[config.mk]
export PLATFORM = sky130hd
export DESIGN_NAME = maxpool_thre_ctrl_flat
export DESIGN_NICKNAME = d
export VERILOG_FILES = /design/src/rtl/blk_ctrl_pkg.sv /design/src/rtl/maxpool_thre_ctrl_if.sv /design/src/rtl/thre_loader.sv /design/src/rtl/maxpool_thre_ctrl.sv /design/src/flat_wrapper.sv
export SDC_FILE = /design/constraint.sdc
export NUM_CORES = 1
export LEC_CHECK = 0
export ABC_CLOCK_PERIOD_IN_PS = 2000
export BUFFER_PORTS_ARGS = -buffer_cell sky130_fd_sc_hd__buf_4
export CAP_MARGIN = 40
export CORE_ASPECT_RATIO = 1.1
export CORE_MARGIN = 2
export CORE_UTILIZATION = 50
export DETAILED_ROUTE_END_ITERATION = 12
export GPL_TIMING_DRIVEN = 0
export PLACE_DENSITY = 0.76
export REMOVE_ABC_BUFFERS = 1
export SYNTH_ARGS = -nofsm -noshare
export SYNTH_HDL_FRONTEND = slang
export SYNTH_SLANG_ARGS = --single-unit
export TNS_END_PERCENT = 30
[constraint.sdc]
create_clock -name clk -period 2 [get_ports clk]
set_input_delay 0.2 -clock clk [delete_from_list [all_inputs] [get_ports clk]]
set_output_delay 0.2 -clock clk [all_outputs]
set_load 0.01 [all_outputs]
[src/rtl/blk_ctrl_pkg.sv]
// Shared Block-stage control definitions.
// State encoding and default pooling geometry.
package blk_ctrl_pkg;

  typedef enum logic [2:0] {
    IDLE,
    LOAD,
    RUN,
    DRAIN,
    DONE
  } state_e;

  localparam int unsigned KERNEL_DEF = 7;
  localparam int unsigned STRIDE_DEF = 2;

endpackage

[src/rtl/maxpool_thre_ctrl_if.sv]
// Conv sample stream into the max-pool controller.
// Upstream presents in_val; controller answers in_rdy.
interface maxpool_thre_ctrl_if;

  logic in_val;
  logic in_rdy;

  modport master (
    output in_val,
    input  in_rdy
  );

  modport slave (
    input  in_val,
    output in_rdy
  );

endinterface

[src/rtl/thre_loader.sv]
// Threshold loader: walks ROM addresses, then strobes
// one channel per cycle once the read data has arrived.
module thre_loader #(
  parameter int unsigned N_CH   = 16,
  parameter int unsigned ADDR_W = 4
) (
  input  logic              clk,
  input  logic              rst,
  input  logic              go_i,
  output logic              rom_en_o,
  output logic [ADDR_W-1:0] rom_addr_o,
  output logic [N_CH-1:0]   load_strobe_o,
  output logic              last_o
);

  localparam logic [ADDR_W-1:0] LAST = ADDR_W'(N_CH - 1);

  logic              en_q;
  logic [ADDR_W-1:0] addr_q;
  logic [N_CH-1:0]   strobe_q;

  always_ff @(posedge clk) begin
    if (rst) begin
      en_q     <= 1'b0;
      addr_q   <= '0;
      strobe_q <= '0;
    end else begin
      // strobe lags the address by the ROM read latency
      strobe_q <= '0;
      if (en_q)
        strobe_q <= {{(N_CH-1){1'b0}}, 1'b1} << addr_q;
      if (go_i && !en_q) begin
        en_q   <= 1'b1;
        addr_q <= '0;
      end else if (en_q) begin
        if (addr_q == LAST) begin
          en_q   <= 1'b0;
          addr_q <= '0;
        end else begin
          addr_q <= addr_q + 1'b1;
        end
      end
    end
  end

  assign rom_en_o      = en_q;
  assign rom_addr_o    = addr_q;
  assign load_strobe_o = strobe_q;
  assign last_o        = strobe_q[N_CH-1];

endmodule

[src/rtl/maxpool_thre_ctrl.sv]
// Frame controller for one Block's max-pool/threshold
// stage: threshold load, window sequencing, end-of-frame.
module maxpool_thre_ctrl
  import blk_ctrl_pkg::*;
#(
  parameter int unsigned N_CH   = 16,
  parameter int unsigned ADDR_W = 4,
  parameter int unsigned KERNEL = KERNEL_DEF,
  parameter int unsigned STRIDE = STRIDE_DEF,
  parameter int unsigned LEN_W  = 10
) (
  input  logic              clk,
  input  logic              rst,
  input  logic              start_i,
  input  logic [LEN_W-1:0]  in_len_i,
  maxpool_thre_ctrl_if.slave in_if,
  output logic              rom_en_o,
  output logic [ADDR_W-1:0] rom_addr_o,
  output logic [N_CH-1:0]   load_strobe_o,
  output logic              win_fire_o,
  output logic              out_val_o,
  output logic [LEN_W-1:0]  out_cnt_o,
  output logic              busy_o,
  output logic              done_o,
  output logic              err_o
);

  localparam int unsigned PH_W = (STRIDE > 1) ? $clog2(STRIDE) : 1;
  localparam logic [LEN_W-1:0] K_LAST = LEN_W'(KERNEL - 1);
  localparam logic [PH_W-1:0]  PH_LAST = PH_W'(STRIDE - 1);

  state_e           state_q;
  logic [LEN_W-1:0] len_q;
  logic [LEN_W-1:0] k_q;
  logic [PH_W-1:0]  ph_q;
  logic [LEN_W-1:0] cnt_q;
  logic             in_rdy_q;
  logic             out_val_q;
  logic             busy_q;
  logic             done_q;
  logic             err_q;

  logic go;
  logic ld_last;
  logic accept;
  logic fire;

  assign go     = (state_q == IDLE) && start_i;
  assign accept = in_rdy_q && in_if.in_val && (len_q != '0);
  // ph_q tracks the stride phase once the first window is full
  assign fire   = accept && (k_q >= K_LAST) && (ph_q == '0);

  thre_loader #(
    .N_CH  (N_CH),
    .ADDR_W(ADDR_W)
  ) u_loader (
    .clk          (clk),
    .rst          (rst),
    .go_i         (go),
    .rom_en_o     (rom_en_o),
    .rom_addr_o   (rom_addr_o),
    .load_strobe_o(load_strobe_o),
    .last_o       (ld_last)
  );

  always_ff @(posedge clk) begin
    if (rst) begin
      state_q   <= IDLE;
      len_q     <= '0;
      k_q       <= '0;
      ph_q      <= '0;
      cnt_q     <= '0;
      in_rdy_q  <= 1'b0;
      out_val_q <= 1'b0;
      busy_q    <= 1'b0;
      done_q    <= 1'b0;
      err_q     <= 1'b0;
    end else begin
      out_val_q <= fire;
      done_q    <= 1'b0;
      if (fire && (cnt_q != '1))
        cnt_q <= cnt_q + 1'b1;
      if (in_if.in_val && !in_rdy_q)
        err_q <= 1'b1;
      case (state_q)
        IDLE: begin
          if (start_i) begin
            len_q   <= in_len_i;
            k_q     <= '0;
            ph_q    <= '0;
            cnt_q   <= '0;
            err_q   <= in_if.in_val;
            busy_q  <= 1'b1;
            state_q <= LOAD;
          end
        end
        LOAD: begin
          if (ld_last) begin
            in_rdy_q <= 1'b1;
            state_q  <= RUN;
          end
        end
        RUN: begin
          if (len_q == '0) begin
            in_rdy_q <= 1'b0;
            state_q  <= DRAIN;
          end else if (accept) begin
            k_q <= k_q + 1'b1;
            if (k_q >= K_LAST)
              ph_q <= (ph_q == PH_LAST) ? '0 : ph_q + 1'b1;
            if (k_q == len_q - 1'b1) begin
              in_rdy_q <= 1'b0;
              state_q  <= DRAIN;
            end
          end
        end
        DRAIN: begin
          done_q  <= 1'b1;
          state_q <= DONE;
        end
        DONE: begin
          busy_q  <= 1'b0;
          state_q <= IDLE;
        end
        default: state_q <= IDLE;
      endcase
    end
  end

  assign in_if.in_rdy = in_rdy_q;
  assign win_fire_o   = fire;
  assign out_val_o    = out_val_q;
  assign out_cnt_o    = cnt_q;
  assign busy_o       = busy_q;
  assign done_o       = done_q;
  assign err_o        = err_q;

endmodule
[src/flat_wrapper.sv]
// flat-port wrapper written by rule: the top's interface ports become plain ports
module maxpool_thre_ctrl_flat import blk_ctrl_pkg::*;
#(
  parameter int unsigned N_CH   = 16,
  parameter int unsigned ADDR_W = 4,
  parameter int unsigned KERNEL = KERNEL_DEF,
  parameter int unsigned STRIDE = STRIDE_DEF,
  parameter int unsigned LEN_W  = 10
)
  (clk, rst, start_i, in_len_i, rom_en_o, rom_addr_o, load_strobe_o, win_fire_o, out_val_o, out_cnt_o, busy_o, done_o, err_o, in_if_in_val, in_if_in_rdy);
  maxpool_thre_ctrl_if in_if_i ();
  input  logic clk;
  input  logic rst;
  input  logic start_i;
  input  logic [LEN_W-1:0] in_len_i;
  output logic rom_en_o;
  output logic [ADDR_W-1:0] rom_addr_o;
  output logic [N_CH-1:0] load_strobe_o;
  output logic win_fire_o;
  output logic out_val_o;
  output logic [LEN_W-1:0] out_cnt_o;
  output logic busy_o;
  output logic done_o;
  output logic err_o;
  input wire logic [$bits(in_if_i.in_val)-1:0] in_if_in_val;
  output wire logic [$bits(in_if_i.in_rdy)-1:0] in_if_in_rdy;
  assign in_if_i.in_val = in_if_in_val;
  assign in_if_in_rdy = in_if_i.in_rdy;
  maxpool_thre_ctrl #(.N_CH(N_CH), .ADDR_W(ADDR_W), .KERNEL(KERNEL), .STRIDE(STRIDE), .LEN_W(LEN_W)) u_core (.clk(clk), .rst(rst), .start_i(start_i), .in_len_i(in_len_i), .in_if(in_if_i), .rom_en_o(rom_en_o), .rom_addr_o(rom_addr_o), .load_strobe_o(load_strobe_o), .win_fire_o(win_fire_o), .out_val_o(out_val_o), .out_cnt_o(out_cnt_o), .busy_o(busy_o), .done_o(done_o), .err_o(err_o));
endmodule
Word level (Yosys, flattened, before mapping). Index checks and enable logic that the tools add are counted.

Bits in registers: 60. Bits of input ports: 14. Output and inout port bits: 37. Word-level logic and storage cells: 94.

Add/sub/neg operators: 5. Magnitude comparators: 1. Equality and inequality tests: 14. Shift-type cells: 1. Muxes and demuxes: 34. Bitwise logic cells: 2. Reduce and logical (&&, ||, !) cells: 24.

Operators by type and width (number): 2-to-1 mux 10 bit (6); adder 10 x 1 -> 10 bit (second input constant) (2); one-hot mux 10 bit (2 select lines) (1); 2-to-1 mux 1 bit (17); left shift 1 x 4 -> 16 bit (first input constant) (1); 2-to-1 mux 3 bit (5); one-hot mux 3 bit (4 select lines) (1); AND reduction 4 bit (3); == test 10 bit (1); >= comparator 10 x 3 -> 1 bit (second input constant) (1); logical NOT 10 bit (1); inequality test 10 bit (second input constant) (1); nonzero test 10 bit (1); subtractor 10 x 1 -> 10 bit (second input constant) (1); logical AND 1 bit (8); == test 3 x 2 -> 1 bit (second input constant) (2); inequality test 2 bit (second input constant) (3); inequality test 3 x 1 -> 1 bit (second input constant) (2); one-hot mux 1 bit (2 select lines) (3); nonzero test 2 bit (3); AND reduction 5 bit (1); adder 4 x 1 -> 4 bit (second input constant) (1); == test 4 bit (second input constant) (1); 2-to-1 mux 4 bit (1); 9 further kinds (14).

Depth between registers and ports, before layout.
Depth in word-level cells: 8. Mapped depth: 9. Mapped depth without buffers: 8.

Hierarchy. Synthesis repeated with hierarchy kept, for this count alone.

Cell total of the unflattened synthesis: 329. Area total of the unflattened synthesis: 2791.4 um2.

Modules (own cells, without submodules): maxpool_thre_ctrl (instances 1, cells each 249, area an instance 2018.2 um2, sequential area each 780.7 um2); thre_loader (instances 1, cells each 80, area an instance 773.2 um2, sequential area each 420.4 um2).

Worst setup path before layout. OpenSTA, ideal clock, no wires.

Path kind: flip-flop to flip-flop. Start point: register u_core.len_q[0]. End point: register u_core.cnt_q[7], in the netlist u_core.out_cnt_o[7]. Library setup time: 71 ps. Data arrival time: 2180 ps. Required time: 1929 ps. Setup slack: -251 ps. Stages on the path, launching flop included: 9. Buffers on the path: 0. Period minus slack after synthesis: 2251 ps. Cell sequence: dfxtp_1 inv_1 ha_1 or4b_1 o31ai_2 nor3_2 or3b_1 or3_1 a21oi_1.

Word-level cells in the longest chain between the ends: 8.

Ends and longest elaborated chain: start, declared (line maxpool_thre_ctrl.sv:33) `logic [LEN_W-1:0] len_q;`; start signal, assigned (line maxpool_thre_ctrl.sv:88) `len_q <= in_len_i;`; nonzero test 10 bit (*) (line maxpool_thre_ctrl.sv:49) `assign accept = in_rdy_q && in_if.in_val && (len_q != '0);`; logical AND 1 bit (*) (line maxpool_thre_ctrl.sv:49); logical AND 1 bit (*) (2 in a row) (line maxpool_thre_ctrl.sv:51) `assign fire = accept && (k_q >= K_LAST) && (ph_q == '0);`; via win_fire_o (line flat_wrapper.sv:19) `output logic win_fire_o;`; logical AND 1 bit (*) (line maxpool_thre_ctrl.sv:81) `if (fire && (cnt_q != '1))`; 2-to-1 mux 10 bit (*) (line maxpool_thre_ctrl.sv:81); 2-to-1 mux 10 bit (line maxpool_thre_ctrl.sv:87) `if (start_i) begin`; 2-to-1 mux 10 bit (*) (line maxpool_thre_ctrl.sv:85) `case (state_q)`; end signal, assigned (line maxpool_thre_ctrl.sv:82) `cnt_q <= cnt_q + 1'b1;`; end, declared (line maxpool_thre_ctrl.sv:36) `logic [LEN_W-1:0] cnt_q;`.

Mark *: on every way through the listed nets, which the timed path passes. The rest lies on a longest branch. A chain may end at the register's enable or synchronous reset.

Worst setup path after layout.
Start point: register u_core.len_q[7]. End point: register u_core.in_rdy_q, in the netlist u_core.in_if.in_rdy.

Word-level cells in the longest chain between the ends: 4. Elaborated cells between the ends (all ways): 10. Classes of those cells: add/sub: 1; eq/ne: 3; mux: 2; reduce/logical: 4.

Ends and longest elaborated chain: subtractor 10 x 1 -> 10 bit or nonzero test 10 bit (tied branches) (line maxpool_thre_ctrl.sv:111, maxpool_thre_ctrl.sv:49); == test 10 bit or logical AND 1 bit (tied branches) (line maxpool_thre_ctrl.sv:111, maxpool_thre_ctrl.sv:49); inequality test 3 x 1 -> 1 bit (no source line); AND reduction 4 bit (no source line); end signal, assigned (line maxpool_thre_ctrl.sv:99) `in_rdy_q <= 1'b1;`; end signal, assigned (line maxpool_thre_ctrl.sv:105) `in_rdy_q <= 1'b0;`; end signal, assigned (line maxpool_thre_ctrl.sv:112) `in_rdy_q <= 1'b0;`; end, declared (line maxpool_thre_ctrl.sv:37) `logic in_rdy_q;`.

Parallel ways exist; a longest one is shown, timed or not.

==> impl_metrics.csv <==
group,metric,value,unit
status,status,"finished with violations",
status,violations,"setup timing",
grt,antenna_found_initial,0,
drt,drc_errors,0,
setup_path,cp_num_buf_inv,0,
drt,drtIter0Drc,142,
grt,use_met1,0.261,
floorplan,coreArea,5400,sq um
sta,rsz0062_at_grt,"true",
placed_design,dpl.hpwl,4.32,mm
setup_path,critical_path.top_delay_family,"simple AND/OR/NAND/NOR gates",
yosys,synth_cells,335,
grt,use_met2,0.376,
setup_path,slowest_stage,"or4_4",
setup_path,worst_path_largest_cell_delay,0.53,ns
setup_path,crit_path_end_kind,"flip-flop",
final_layout,final_cells,469,
sta,fin_crit,2.25,ns
drt,wire_per_inst,13.7,microns
setup_path,arrival,2.48,ns
yosys,yosysUniqueCellTypes,50,
clock_tree,clock-sinks,60,
floorplan,die_w,75.6,microns
clock_tree,cts_buffers,9,
grt,grt_pass1_vias,2342,
drt,routed_wl,6.42,mm
clock_tree,holdBufCountCts,0,
grt,grt-busiest-layer,"met2",
setup_path,critical_path_class,"reg2reg",
clock_tree,clkLatencyLatePin,0.33,ns
setup_path,critPathLaunchType,"flip-flop",
yosys,ys_async_sr_fraction,0,
sta,max_freq,445,MHz
yosys,synth_top_cell_by_area,"dfxtp_1",
yosys,yosysWarnings,0,
sta,hold_ws,0.0999,ns
grt,grt_util_met3,0.0667,
sta,worst_pin_slew,0.469,ns
final_layout,n_antenna_cell,0,
setup_path,cpMostUsedCell,"or4_4",
final_layout,area_delta_synth_final,29.1,%
final_layout,drive_gt1_frac,0.269,
sta,setup_ws,-0.248,ns
yosys,syn_area_per_cell,8.41,sq um
floorplan,ios,51,
yosys,synth_commonest_cells,"dfxtp_1 (60), nor2_1 (45), nand2_1 (44)",
sta,hold_viol,0,
floorplan,placementRows,28,
yosys,synth_top_area_share,0.426,
sta,maxSlewHeadroom,0.683,
clock_tree,clock-root-buffer,"clkbuf_8",
clock_tree,clk_path_buf_depth,2,
grt,grt_start_max_net_pins,27,
grt,grt_pass1_wl,10.6,mm
drt,num_vias,2541,
floorplan,start_util,0.522,
floorplan,die_area,6250,sq um
placed_design,gp_congestion,0.867,
placed_design,dp.cells,443,
yosys,yosysMostFrequentCell,"dfxtp_1",
grt,overflow,0,
yosys,ys_ff_latch,60,
setup_path,path_cells,"or4_4 -> or4_4 -> nand3_2 -> a31oi_1 -> o32a_1 -> o21a_1",
clock_tree,cts_tree,"built",
yosys,yosysSeqAreaShare,0.426,
worst_hold_path,hold_path.class,"in2reg",
final_layout,final_core_util,0.674,
drt,routed_via_density,5.42,
drt,antenna_left,0,
setup_path,worst-path-max-fanout,3,
yosys,synth-edff-count,0,
pwr,power_leakage,0.00144,uW
yosys,syn_area,2820,sq um
drt,drt_pass1_iterations,5,
clock_tree,cts.clk_slew.worst_paths,0.07,ns
sta,tns,-1.20,ns
pwr,power_per_cell_area,788,nW/um^2
sta,setup_viol,17,
setup_path,cp.required,2.23,ns
yosys,synth_top_flop_cell,"dfxtp_1",
sta,fin_crit_sh,1.12,
pwr,finalPower,2860,uW
clock_tree,ctsHtreeMaxLevel,3,
grt,track_usage,0.224,
placed_design,port_buffers,50,
final_layout,nets,414,
yosys,synth_area_leaders,"dfxtp_1 (43%), nor2_1 (6.0%), nand2_1 (5.9%)",
pwr,irDropWorstVdd,611,uV
run,maxCapViolCount,0,
sta,drv_slew,0,
sta,clock_skew,0.00793,ns
floorplan,fp.dieH,82.7,microns
[per-stage QoR]
stage	setup slack (ns)	cell area [sq um]
floorplan	-0.259	2730
global placement	-0.430	3200
detailed placement	-0.444	3200
CTS	-0.158	3580
global route	-0.266	3630
finish	-0.248	3630
[area by class of cell]
| type | count | area, sq um |
|---|---|---|
| Clock inverter | 4 | 95.1 |
| Clock buffer | 12 | 155 |
| Fill cell | 482 | 1760 |
| Multi-Input combinational cell | 248 | 1580 |
| Tap cell | 75 | 93.8 |
| Inverter | 10 | 37.5 |
| Timing Repair Buffer | 60 | 450 |
| Sequential cell | 60 | 1220 |
[cell families after synthesis]
logic type,share of synthesized area
simple gates,0.279
flops,0.426
compound gates,0.126
buf+inv,0.0431
xor+xnor,0.0653
fa+ha+maj,0.0489
mux,0.0107
[cells in the final DEF, fill, tap and decap left out, types with 5 or more instances in the layout]
| master | instances |
|---|---|
| a21oi_1 | 21 |
| and3_1 | 7 |
| buf_4 | 60 |
| clkbuf_8 | 11 |
| dfxtp_1 | 51 |
| dfxtp_4 | 5 |
| ha_1 | 10 |
| inv_1 | 9 |
| nand2_1 | 44 |
| nand3_1 | 8 |
| nor2_1 | 45 |
| nor2b_1 | 5 |
| nor3_1 | 5 |
| o21ai_0 | 8 |
| xnor2_1 | 11 |
| xor2_1 | 10 |
[final timing paths]
path | from | to | slack (ns) | depth (start not counted)
worst max-delay path | u_core.len_q[7] | u_core.in_if.in_rdy | -0.25 | 6
worst min-delay path | in_len_i[7] | u_core.len_q[7] | 0.1 | 3
worst max register to register | u_core.len_q[7] | u_core.in_if.in_rdy | -0.25 | 6
worst min register to register | u_core.len_q[9] | u_core.len_q[9] | 0.51 | 2
[registers in the layout (all words and copies together), names as in the netlist]
signal	cells
u_core.u_loader.load_strobe_o	16
u_core.in_if.in_rdy	1
u_core.out_val_o	1
u_core.len_q	10
u_core.err_o	1
u_core.out_cnt_o	10
u_core.state_q	3
u_core.k_q	10
u_core.u_loader.rom_en_o	1
u_core.done_o	1
u_core.ph_q	1
u_core.u_loader.rom_addr_o	4
u_core.busy_o	1
[worst reg2reg max path: stages (launching register included)]
cell and delay, ns:
dfxtp_4 0.35, or4_4 0.53, or4_4 0.52, nand3_2 0.09, a31oi_1 0.06, o32a_1 0.42
o21a_1 0.18
[repair_timing]
action	4_1_cts	5_1_grt
setup buffers	8	2
pin swaps	11	4
endpoints found under the hold margin	0	0
gates resized for setup	26	10
setup endpoints to repair	23	20
[power by group]
part	internal [uW]	total (uW)	switching (uW)
sequential	1210	1250	32.3
combinational	124	265	141
clock	894	1350	459
[routing by layer]
metal	vias up	wire, microns
met5	-	0
li1	1271	-
met2	76	3050
met1	1176	2790
met3	18	394
met4	0	180
Note: power is estimated with default switching activity, not from simulation.
